--- config.mk ---
export PLATFORM = sky130hd
export DESIGN_NAME = move_ctrl_flat
export DESIGN_NICKNAME = d
export VERILOG_FILES = /design/src/rtl/move_ctrl_if.sv /design/src/rtl/move_ctrl.sv /design/src/flat_wrapper.sv
export SDC_FILE = /design/constraint.sdc
export NUM_CORES = 1
export LEC_CHECK = 0
export CAP_MARGIN = 20
export CORE_AREA = 4 4 65 67
export CTS_CLUSTER_SIZE = 40
export DETAILED_ROUTE_END_ITERATION = 7
export DIE_AREA = 0 0 69 71
export PLACE_DENSITY = 0.67
export REMOVE_ABC_BUFFERS = 1
export SYNTH_ARGS = -nofsm -noshare
export SYNTH_HDL_FRONTEND = slang
export SYNTH_SLANG_ARGS = --single-unit
--- constraint.sdc ---
create_clock -name i_clk -period 2.2 [get_ports i_clk]
set_clock_uncertainty 0.2 [all_clocks]
set_input_delay 0.66 -clock i_clk [delete_from_list [all_inputs] [get_ports i_clk]]
set_output_delay 0.66 -clock i_clk [all_outputs]
set_load 0.02 [all_outputs]
--- src/rtl/move_ctrl_if.sv ---
// move_ctrl_if: button, frame and collision inputs plus move/status outputs of move_ctrl
interface move_ctrl_if;
  logic i_btn, i_frame_tick, i_collision;
  logic o_move, o_btn_db, o_locked;
  logic [1:0] o_pending;
  modport master(output i_btn, i_frame_tick, i_collision, input o_move, o_btn_db, o_pending, o_locked);
  modport slave(input i_btn, i_frame_tick, i_collision, output o_move, o_btn_db, o_pending, o_locked);
endinterface

--- src/rtl/move_ctrl.sv ---
// move_ctrl: debounces the hop button, queues hops, issues one move per frame, locks out after collisions
module move_ctrl #(
  parameter int DEBOUNCE_CYCLES = 250000,
  parameter int CNT_W = 18,
  parameter int MAX_PENDING = 3,
  parameter int LOCK_FRAMES = 30
) (
  input logic i_clk,
  input logic i_rst_n,
  move_ctrl_if.slave bus
);
  typedef enum logic {READY, LOCKED} state_t;
  state_t state, state_d;
  logic s1, s2, btn_db, move, move_d, press, issue;
  logic [CNT_W-1:0] cnt;
  logic [1:0] pending, pending_d;
  logic [5:0] lock_cnt, lock_d;
  // the press event is the same edge on which the debounced level flips to 1
  assign press = s2 && !btn_db && cnt == CNT_W'(DEBOUNCE_CYCLES - 1);
  always_ff @(posedge i_clk or negedge i_rst_n) begin
    if (!i_rst_n) begin
      s1 <= 1'b0;
      s2 <= 1'b0;
      cnt <= '0;
      btn_db <= 1'b0;
    end else begin
      s1 <= bus.i_btn;
      s2 <= s1;
      if (s2 == btn_db) cnt <= '0;
      else if (cnt == CNT_W'(DEBOUNCE_CYCLES - 1)) begin
        btn_db <= s2;
        cnt <= '0;
      end else cnt <= cnt + 1'b1;
    end
  end
  always_ff @(posedge i_clk or negedge i_rst_n) begin
    if (!i_rst_n) begin
      state <= READY;
      lock_cnt <= '0;
      pending <= '0;
      move <= 1'b0;
    end else begin
      state <= state_d;
      lock_cnt <= lock_d;
      pending <= pending_d;
      move <= move_d;
    end
  end
  always_comb begin
    state_d = state;
    lock_d = lock_cnt;
    pending_d = pending;
    move_d = 1'b0;
    issue = 1'b0;
    if (state == READY) begin
      if (bus.i_collision) begin
        state_d = LOCKED;
        lock_d = 6'(LOCK_FRAMES);
        pending_d = '0;
      end else begin
        issue = bus.i_frame_tick && pending != 2'd0;
        move_d = issue;
        pending_d = (press && !issue) ? ((pending == 2'(MAX_PENDING)) ? pending : pending + 2'd1)
                  : (issue && !press) ? pending - 2'd1 : pending;
      end
    end else begin
      pending_d = '0;
      if (bus.i_collision) lock_d = 6'(LOCK_FRAMES);
      else if (bus.i_frame_tick && lock_cnt != 6'd0) begin
        lock_d = lock_cnt - 6'd1;
        state_d = (lock_cnt == 6'd1) ? READY : LOCKED;
      end
    end
  end
  assign bus.o_move = move;
  assign bus.o_btn_db = btn_db;
  assign bus.o_pending = pending;
  assign bus.o_locked = state == LOCKED;
endmodule
--- src/flat_wrapper.sv ---
// flat-port wrapper written by rule: the top's interface ports become plain ports
module move_ctrl_flat 
#(
  parameter int DEBOUNCE_CYCLES = 250000,
  parameter int CNT_W = 18,
  parameter int MAX_PENDING = 3,
  parameter int LOCK_FRAMES = 30
)
  (i_clk, i_rst_n, bus_i_btn, bus_i_frame_tick, bus_i_collision, bus_o_move, bus_o_btn_db, bus_o_pending, bus_o_locked);
  move_ctrl_if bus_i ();
  input logic i_clk;
  input logic i_rst_n;
  input wire logic [$bits(bus_i.i_btn)-1:0] bus_i_btn;
  input wire logic [$bits(bus_i.i_frame_tick)-1:0] bus_i_frame_tick;
  input wire logic [$bits(bus_i.i_collision)-1:0] bus_i_collision;
  output wire logic [$bits(bus_i.o_move)-1:0] bus_o_move;
  output wire logic [$bits(bus_i.o_btn_db)-1:0] bus_o_btn_db;
  output wire logic [$bits(bus_i.o_pending)-1:0] bus_o_pending;
  output wire logic [$bits(bus_i.o_locked)-1:0] bus_o_locked;
  assign bus_i.i_btn = bus_i_btn;
  assign bus_i.i_frame_tick = bus_i_frame_tick;
  assign bus_i.i_collision = bus_i_collision;
  assign bus_o_move = bus_i.o_move;
  assign bus_o_btn_db = bus_i.o_btn_db;
  assign bus_o_pending = bus_i.o_pending;
  assign bus_o_locked = bus_i.o_locked;
  move_ctrl #(.DEBOUNCE_CYCLES(DEBOUNCE_CYCLES), .CNT_W(CNT_W), .MAX_PENDING(MAX_PENDING), .LOCK_FRAMES(LOCK_FRAMES)) u_core (.i_clk(i_clk), .i_rst_n(i_rst_n), .bus(bus_i));
endmodule
==> key figures <==
Worst setup path
  • Buf/Inv on CP: 1
  • Crit path max-delay cell type: clkdlybuf4s50_1
  • CP delay by family, top: buffers and inverters
  • Worst Path Max Fanout: 3
  • Worst Path Required: 1.34 ns
  • Slowest stage delay, CP: 0.61 ns
  • CP cell instances: clkdlybuf4s50_1
  • CP arrival: 1.26 ns
  • Startpoint types: flop
  • Worst setup EP type: primary output
  • Critical path class: flop to primary output

Drt
  • Residual DRC: 0
  • Vias/cell: 5.33
  • Vias after detailed routing: 1184
  • Iter 0 DRT Violations: 41
  • Drt total wl: 2930 µm
  • Drt pass-1 iters: 4
  • DR WL/cell: 13.2 µm
  • Post-DRT Antenna Nets: 0

Timing
  • Final Max Tran Viols: 0
  • Min cycle time layout: 2.12 ns
  • RSZ-0062 raised after global routing: false
  • Final hold violations: 0
  • Period utilisation layout: 96.3%
  • Final Setup Violations: 0
  • Max Clk Rate: 472 MHz
  • Least-Margin Pin Slew: 0.546 ns
  • Slew headroom: 63.3%

Cells and area
  • Cell area after layout: 0.00185 mm²
  • Diodes inserted: 0
  • Multi-input logic area: 736 µm²
  • Share of cells above drive strength 1: 11.5%
  • Register area: 776 µm²
  • Final core utilization: 50.9%
  • Synthesis-to-layout area growth: 17.1%
  • Commonest non-fill, non-tap cell in the layout: dfrtp_1
  • FILL cells: 334
  • Nets: 183
  • Commonest cells after routing, fill and taps aside: dfrtp_1, nor2_1, xnor2_1

Floorplanning
  • Initial core utilization: 43.5%
  • DIE AREA: 0.00490 mm²
  • Die Y: 71 µm
  • Die X: 69 µm
  • # rows: 22
  • Core area: 0.00363 mm²
  • I/O pin cnt: 10

Synth
  • FF+latch count, synth: 31
  • Sequential area share after synthesis: 49.1%
  • Post-synth EDFFs: 0
  • Mapped Cells: 155
  • Post-synth cell types: 36
  • Cell area after synthesis: 0.00158 mm²
  • Mean Syn Cell Area: 10.2 µm²
  • Ys async rst share: 100%
  • Ys Warns: 0
  • Ys flop type: dfrtp_1

Clocking
  • CTS tree: yes
  • TritonCTS Buffers: 5
  • Clock-pin slew on the worst setup and hold paths: 0.07 ns
  • Sink Count: 31
  • Worst skew pair latency: 0.28 ns
  • Post-CTS setup repair buffer count: 0
  • Max clock buf depth: 2
  • H-tree Lvls: 2
  • Clock root buffer: clkbuf_8

GRT
  • First-pass GRT wire length: 5420 µm
  • Antenna violations before repair: 0
  • Vias in the first global route: 1221
  • Total grt overflow: 0
  • GRT Util Overall: 13.4%
  • Pin count of the biggest net entering global routing: 32

Placement
  • Number of port buffers: 9
  • Area post-placement: 0.00173 mm²
  • HPWL after DPL: 2090 µm
  • GPL Wtd Cong: 0.802

Run
  • Max-cap check violation count: 0

Power and ir drop
  • Sw Share: 21.2%
  • Leakage power: 0.782 nW
  • Internal power: 0.977 mW
  • Power, Total: 1.24 mW
  • PD cells: 670 mW/mm²
  • Comb pwr share: 5.7%
  • Psw: 0.263 mW
  • Maximum VDD drop: 642 µV
  • Fraction of power consumed by sequential logic: 47.8%
  • Clock power share: 46.5%

Outcome
  • Result of the run: completed

Worst hold path
  • Hold WC Path Type: flop to flop
==> area by class of cell <==
class                           count  share of cell area [%]
Timing Repair Buffer               13                    6.69
Clock inverter                      2                    1.89
Clock buffer                        6                    4.46
Multi-Input combinational cell    112                    39.8
Tap cell                           48                    3.25
Sequential cell                    31                    41.9
Inverter                           10                    2.03
==> power by group through the flow <==
stage / logic [mW] / clock network (mW) / registers (mW)
floorplan: 0.0369 / 0 / 0.601
global route: 0.0819 / 0.615 / 0.594
finish: 0.0704 / 0.577 / 0.593
global placement: 0.0692 / 0 / 0.603
detailed placement: 0.0720 / 0 / 0.604
CTS: 0.0725 / 0.594 / 0.593
==> per-stage QoR <==
stage	instances	setup WS [ns]	hold WS (ns)	TNS, ns
final	222	0.0813	0.162	0
after global routing	222	0.0140	0.168	0
after CTS	222	0.0169	0.168	0
after detailed placement	214	-0.187	0.152	-0.330
after global placement	214	-0.143	0.134	-0.200
after floorplan	153	0.314	0.131	0
==> flip-flops by register name (all words and copies together), names as in the netlist <==
| register | count |
|---|---|
| u_core.bus.o_locked | 1 |
| u_core.cnt | 18 |
| u_core.lock_cnt | 6 |
| u_core.s1 | 1 |
| u_core.s2 | 1 |
| u_core.bus.o_move | 1 |
| u_core.bus.o_btn_db | 1 |
| u_core.bus.o_pending | 2 |
==> layer usage <==
metal	share of wire, %	global-route usage (%)	wire length [µm]
met2	50	22.2	1470
met1	45	16.7	1320
met5	0	0	0
met3	3.6	4.12	105
met4	1.5	4.56	43
==> cell families (layout without fill, tap and decap cells) <==
| group | Yosys count | after routing | synth area share (%) |
|---|---|---|---|
| compound gates | 19 | 19 | 7.76 |
| fa+ha+maj | 5 | 5 | 3.96 |
| simple gates | 72 | 72 | 25.6 |
| mux | 1 | 1 | 0.950 |
| xor+xnor | 15 | 15 | 8.31 |
| buf+inv | 12 | 31 | 4.35 |
| flops | 31 | 31 | 49.1 |
==> cell usage after synthesis, types with 2 or more instances <==
cell type  number  area share [%]
dfrtp_1        31              49
nor2_1         18             4.3
xnor2_1        12             6.7
inv_1          10             2.4
nand2_1        10             2.4
nand3_1         9             2.9
ha_1            5             4.0
nand4_1         5             2.0
nor4_1          5             2.0
o21ai_0         5             1.6
a21oi_1         4             1.3
nor3_1          4             1.3
or3_1           4             1.6
a211oi_1        3             1.4
or4_1           3             1.4
xor2_1          3             1.7
and3_1          2            0.79
nand2b_1        2            0.79
nand3b_1        2            0.95
nand4b_1        2             1.1
==> worst paths after layout <==
| check | startpoint | to | slack [ns] | depth (start not counted) |
|---|---|---|---|---|
| worst min register to register | u_core.s1 | u_core.s2 | 0.16 | 0 |
| worst max-delay path | u_core.bus.o_btn_db | bus_o_btn_db | 0.08 | 1 |
| worst max register to register | u_core.cnt[9] | u_core.cnt[9] | 0.16 | 4 |
| min in group asynchronous | i_rst_n | u_core.lock_cnt[5] | 0.57 | 2 |
| worst min-delay path | u_core.s1 | u_core.s2 | 0.16 | 0 |
| max in group asynchronous | i_rst_n | u_core.cnt[7] | 0.94 | 2 |
==> repair_timing <==
| action | in CTS | in global routing |
|---|---|---|
| gates resized for setup | 1 | 2 |
| cloned | 0 | 0 |
| hold endpoints to repair | 0 | 0 |
| setup endpoints to repair | 1 | 2 |
| hold buffers | 0 | 0 |
Power figures use the tool's default switching activity.
==> edit 1, RTL diff (same settings) <==
`CNT_W` is set to 18 in 2 places; all go to 16.
--- a/src/rtl/move_ctrl.sv
+++ b/src/rtl/move_ctrl.sv
@@ -3,3 +3,3 @@
   parameter int DEBOUNCE_CYCLES = 250000,
-  parameter int CNT_W = 18,
+  parameter int CNT_W = 16,
   parameter int MAX_PENDING = 3,
--- a/src/flat_wrapper.sv
+++ b/src/flat_wrapper.sv
@@ -4,3 +4,3 @@
   parameter int DEBOUNCE_CYCLES = 250000,
-  parameter int CNT_W = 18,
+  parameter int CNT_W = 16,
   parameter int MAX_PENDING = 3,
Formal check against the unedited RTL: no difference found for any inputs over 10 cycles, from zero or initial values and one cycle with i_rst_n low; that may be too few to reach the edited logic, so the function may still have changed.
==> edit 1 against the unedited design <==
- the flow now finishes with violations (setup timing)
- total power decreased by 17%
- routed wire length increased by 1.9%
- worst setup slack got worse by 120 ps
- die area unchanged
- critical path depth increased by 3
- design area increased by 3.4%
- sequential cell count decreased by 2
- synthesized area decreased by 6.2%
- critical path type is now reg -> reg
- critical endpoint is now u_core.bus.o_btn_db$_DFFE_PN0P_
- largest power group unchanged
==> edit 1: results (changes against the unedited design) <==
<table>
<tr><th>Metric</th><th>Value</th></tr>
<tr><th colspan="2">Route</th></tr>
<tr><td>Detail-routed via count per cell</td><td>5.209 (-2.3%)</td></tr>
<tr><td>Iteration-0 DRC Markers</td><td>63 (+54%)</td></tr>
<tr><th colspan="2">Layout</th></tr>
<tr><td>Area of the multi-input gates</td><td>792.0 um2 (+7.7%)</td></tr>
<tr><td>Number of flip-flops in the largest register</td><td>16 (-2)</td></tr>
<tr><td>Buffers excl. clock</td><td>27 (+14)</td></tr>
<tr><td>Clock distribution area overhead in the final layout</td><td>3.856% (-2.5 points)</td></tr>
<tr><td>Number of clock-tree buffers in the layout</td><td>5 (-1)</td></tr>
<tr><td>Multi-In Gates</td><td>105 (-6.3%)</td></tr>
<tr><th colspan="2">Run status</th></tr>
<tr><td>Violations in the final reports</td><td>setup timing</td></tr>
<tr><td>Run status</td><td>complete, but fails checks</td></tr>
<tr><th colspan="2">GRT</th></tr>
<tr><td>Vias in the first global route</td><td>1233 (+0.98%)</td></tr>
<tr><td>Routing usage on met1</td><td>16.42% (-0.28 points)</td></tr>
<tr><td>Overall global routing resource usage</td><td>13.49% (+0.062 points)</td></tr>
<tr><th colspan="2">Synthesis</th></tr>
<tr><td>Fraction of the mapped netlist area in compound gates</td><td>5.148% (-2.6 points)</td></tr>
<tr><td>Post-synthesis area per instance</td><td>10.23 um2 (+0.29%)</td></tr>
<tr><td>Library cells used by synthesis</td><td>34 (-5.6%)</td></tr>
<tr><td>Area share of fa/ha/maj cells after synthesis</td><td>4.219% (+0.26 points)</td></tr>
<tr><td>Seq cells post-synth</td><td>29 (-6.5%)</td></tr>
<tr><td>Proportion of synthesized area in mux cells</td><td>2.954% (+2.0 points)</td></tr>
<tr><th colspan="2">STA</th></tr>
<tr><td>TNS Setup</td><td>-38.03 ps (-38.03 ps)</td></tr>
<tr><td>Setup violations, final</td><td>2 (+2)</td></tr>
<tr><td>Least-Margin Pin Slew</td><td>480.8 ps (-65.25 ps)</td></tr>
<tr><td>Worst path setup slack after routing</td><td>-37.63 ps (-118.9 ps)</td></tr>
<tr><th colspan="2">Worst setup path</th></tr>
<tr><td>Worst Setup SP</td><td>u_core.cnt[8]$_DFF_PN0_</td></tr>
<tr><td>Slowest Stage Delay on Critical Path</td><td>570 ps (-40 ps)</td></tr>
<tr><th colspan="2">Power and ir drop</th></tr>
<tr><td>Register share of total power</td><td>54.4% (+6.6 points)</td></tr>
<tr><td>Switching part of the total power</td><td>23.44% (+2.2 points)</td></tr>
<tr><th colspan="2">Placed design</th></tr>
<tr><td>Total placed cells including tap cells</td><td>218 (+1.9%)</td></tr>
</table>
-- edit 1: cell count changes in the layout (fill, tap and decap cells not counted), sizes merged, moves of 3 or more --
| cell | change |
|---|---|
| or4 | -3 |
| nand2 | -7 |
| or3 | -4 |
| nor2b | +5 |
| nor4 | +3 |
| nor2 | +6 |
| buf | +14 |
-- edit 1: final timing paths --
check / endpoint / slack, ps
max in group asynchronous: u_core.cnt[6]$_DFF_PN0_ / 960
worst min-delay path: u_core.s2$_DFF_PN0_ / 150
min in group asynchronous: u_core.cnt[4]$_DFF_PN0_ / 560
worst min register to register: u_core.s2$_DFF_PN0_ / 150
worst max register to register: u_core.bus.o_btn_db$_DFFE_PN0P_ / -40
worst max-delay path: u_core.bus.o_btn_db$_DFFE_PN0P_ / -40
-- edit 1: timing repair --
| action | CTS | global route |
|---|---|---|
| setup endpoints to repair | 6 | 17 |
| cloned | 1 | 0 |
| pin swaps | 1 | 9 |
| resized for setup | 8 | 14 |
==> edit 2, RTL diff (same settings) <==
Made on the original files. Make the reset (`i_rst_n`) synchronous in 2 clocked blocks.
--- a/src/rtl/move_ctrl.sv
+++ b/src/rtl/move_ctrl.sv
@@ -19,3 +19,3 @@
   assign press = s2 && !btn_db && cnt == CNT_W'(DEBOUNCE_CYCLES - 1);
-  always_ff @(posedge i_clk or negedge i_rst_n) begin
+  always_ff @(posedge i_clk) begin
     if (!i_rst_n) begin
@@ -35,3 +35,3 @@
   end
-  always_ff @(posedge i_clk or negedge i_rst_n) begin
+  always_ff @(posedge i_clk) begin
     if (!i_rst_n) begin
Behaviour: differs if i_rst_n is asserted again (counterexample within 4 cycles, from zero or initial values and one cycle with i_rst_n low); with i_rst_n held inactive, the same outputs for 10 cycles.
==> edit 2 against the unedited design <==
- sequential cell count unchanged
- design area hardly changed
- die area did not move
- maximum frequency rose by 0.25%
- synthesized area is 3.1% lower
- total power shrank 7.0%
- routed wire length rose by 7.0%
- worst setup slack better by 5.4 ps
==> edit 2: results (changes against the unedited design) <==
<table>
<tr><th>Metric</th><th>Value</th></tr>
<tr><th colspan="2">Run status</th></tr>
<tr><td>Run status</td><td>finished clean</td></tr>
<tr><th colspan="2">Route</th></tr>
<tr><td>Iteration-0 DRC Markers</td><td>54 (+32%)</td></tr>
<tr><td>Final Routed Wirelength</td><td>3134 um (+7.0%)</td></tr>
<tr><td>Vias post-DR</td><td>1288 (+8.8%)</td></tr>
<tr><td>Mean routed wirelength per cell</td><td>13.22 um (+0.19%)</td></tr>
<tr><th colspan="2">Synthesis</th></tr>
<tr><td>Seq/Total Area, Yosys</td><td>40.52% (-8.6 points)</td></tr>
<tr><td>Library cells used by synthesis</td><td>45 (+25%)</td></tr>
<tr><td>Post-synthesis area per instance</td><td>9.226 um2 (-9.5%)</td></tr>
<tr><td>Most numerous cell types in the synthesized netlist</td><td>dfxtp_1, nor2_1, xor2_1</td></tr>
<tr><td>Proportion of synthesized flip-flops having asynchronous set or reset</td><td>0% (-100 points)</td></tr>
<tr><td>Top post-synthesis cells by area</td><td>dfxtp_1, xor2_1, nor2_1, ha_1, inv_1</td></tr>
<tr><th colspan="2">Power and ir drop</th></tr>
<tr><td>Maximum vdd ir drop</td><td>0.3597 mV (-44%)</td></tr>
<tr><td>Leakage power</td><td>0.6577 nW (-16%)</td></tr>
<tr><th colspan="2">Placed design</th></tr>
<tr><td>GPL Wtd Cong</td><td>0.7885 (-1.7%)</td></tr>
<tr><td>Total placed cells including tap cells</td><td>229 (+7.0%)</td></tr>
<tr><td>Post-detail-place hpwl</td><td>2397 um (+15%)</td></tr>
<tr><td>Total placed instance area</td><td>0.001733 mm2 (+0.22%)</td></tr>
<tr><th colspan="2">STA</th></tr>
<tr><td>Final-layout worst hold slack</td><td>228.1 ps (+65.81 ps)</td></tr>
<tr><td>Worst rel slew slack</td><td>69.34% (+6.1 points)</td></tr>
<tr><td>Least-Margin Pin Slew</td><td>458.8 ps (-87.28 ps)</td></tr>
<tr><th colspan="2">Layout</th></tr>
<tr><td>Number of flip-flops in the largest register</td><td>18 (unchanged)</td></tr>
<tr><td>Number of nets in the layout</td><td>198 (+8.2%)</td></tr>
<tr><td>Final standard cell area without fillers</td><td>0.001849 mm2 (about the same)</td></tr>
<tr><td>Share of post-route cells with drive strength above 1</td><td>15.87% (+4.4 points)</td></tr>
<tr><td>Filler cell count</td><td>363 (+8.7%)</td></tr>
<tr><th colspan="2">GRT</th></tr>
<tr><td>First-pass GRT wire length</td><td>5809 um (+7.3%)</td></tr>
<tr><td>Pin count of the biggest net entering global routing</td><td>18 (-44%)</td></tr>
<tr><td>Overall global routing resource usage</td><td>14.44% (+1.0 points)</td></tr>
<tr><th colspan="2">Clock tree</th></tr>
<tr><td>H-Tree Depth</td><td>2 (unchanged)</td></tr>
<tr><td>CTS Buf Count</td><td>5 (unchanged)</td></tr>
<tr><th colspan="2">Worst setup path</th></tr>
<tr><td>CP Max Fanout</td><td>3 (unchanged)</td></tr>
<tr><td>Register-to-register setup slack</td><td>250 ps (+90 ps)</td></tr>
</table>
[edit 2: through the flow]
| step | worst slack, ps | setup TNS (ps) |
|---|---|---|
| CTS | 66.37 | 0 |
| floorplan | 351.1 | 0 |
| finish | 86.61 | 0 |
| global placement | -92.28 | -335.8 |
| detailed placement | -198.7 | -637.3 |
| global route | 26.49 | 0 |
[edit 2: layout make-up]
type | instances | share of cell area, %
Clock buffer | 8 | 5.413
Sequential cell | 31 | 33.56
Timing Repair Buffer | 20 | 9.134
Tap cell | 48 | 3.248
Multi-Input combinational cell | 120 | 46.62
Inverter | 10 | 2.030
[edit 2: kinds of logic (layout without fill, tap and decap cells)]
family | after synthesis | after routing | share of synthesized area, %
buffers and inverters | 15 | 38 | 4.493
XOR/XNOR | 15 | 15 | 8.578
adder cells (fa/ha/maj) | 5 | 5 | 4.085
AND/OR/NAND/NOR | 70 | 70 | 27.94
flip-flops | 31 | 31 | 40.52
AO/OA/AOI/OAI | 30 | 30 | 14.38
[edit 2: per-layer routing]
metal	up-vias	global-route usage (%)	part of all wire, %
met1	615	15.38	41
met4	0	7.592	2.7
met5	-	0	0
met2	25	25.53	52
li1	637	-	-
met3	11	4.545	3.9
[edit 2: worst paths after layout]
path	from	to	depth (start not counted)
setup / recovery	u_core.bus.o_btn_db$_SDFFE_PN0P_	bus_o_btn_db	1
hold / removal	u_core.s1$_SDFF_PN0_	u_core.s2$_SDFF_PN0_	1
setup reg to reg	u_core.cnt[0]$_SDFF_PP0_	u_core.cnt[16]$_SDFF_PP0_	6
hold reg to reg	u_core.s1$_SDFF_PN0_	u_core.s2$_SDFF_PN0_	1
[edit 2: what timing repair did]
action	in CTS	in global routing
resized for setup	3	5
setup endpoints to repair	3	15
buffers inserted	0	0
pin swaps	0	0
hold buffers	0	0
[edit 2: where the power goes]
part / switching [W] / internal, W / total [W] / leakage [nW]
clock network: 0.000201 / 0.000285 / 0.000486 / 0.0515
registers: 0.0000113 / 0.000572 / 0.000583 / 0.252
logic: 0.0000419 / 0.0000426 / 0.0000845 / 0.354
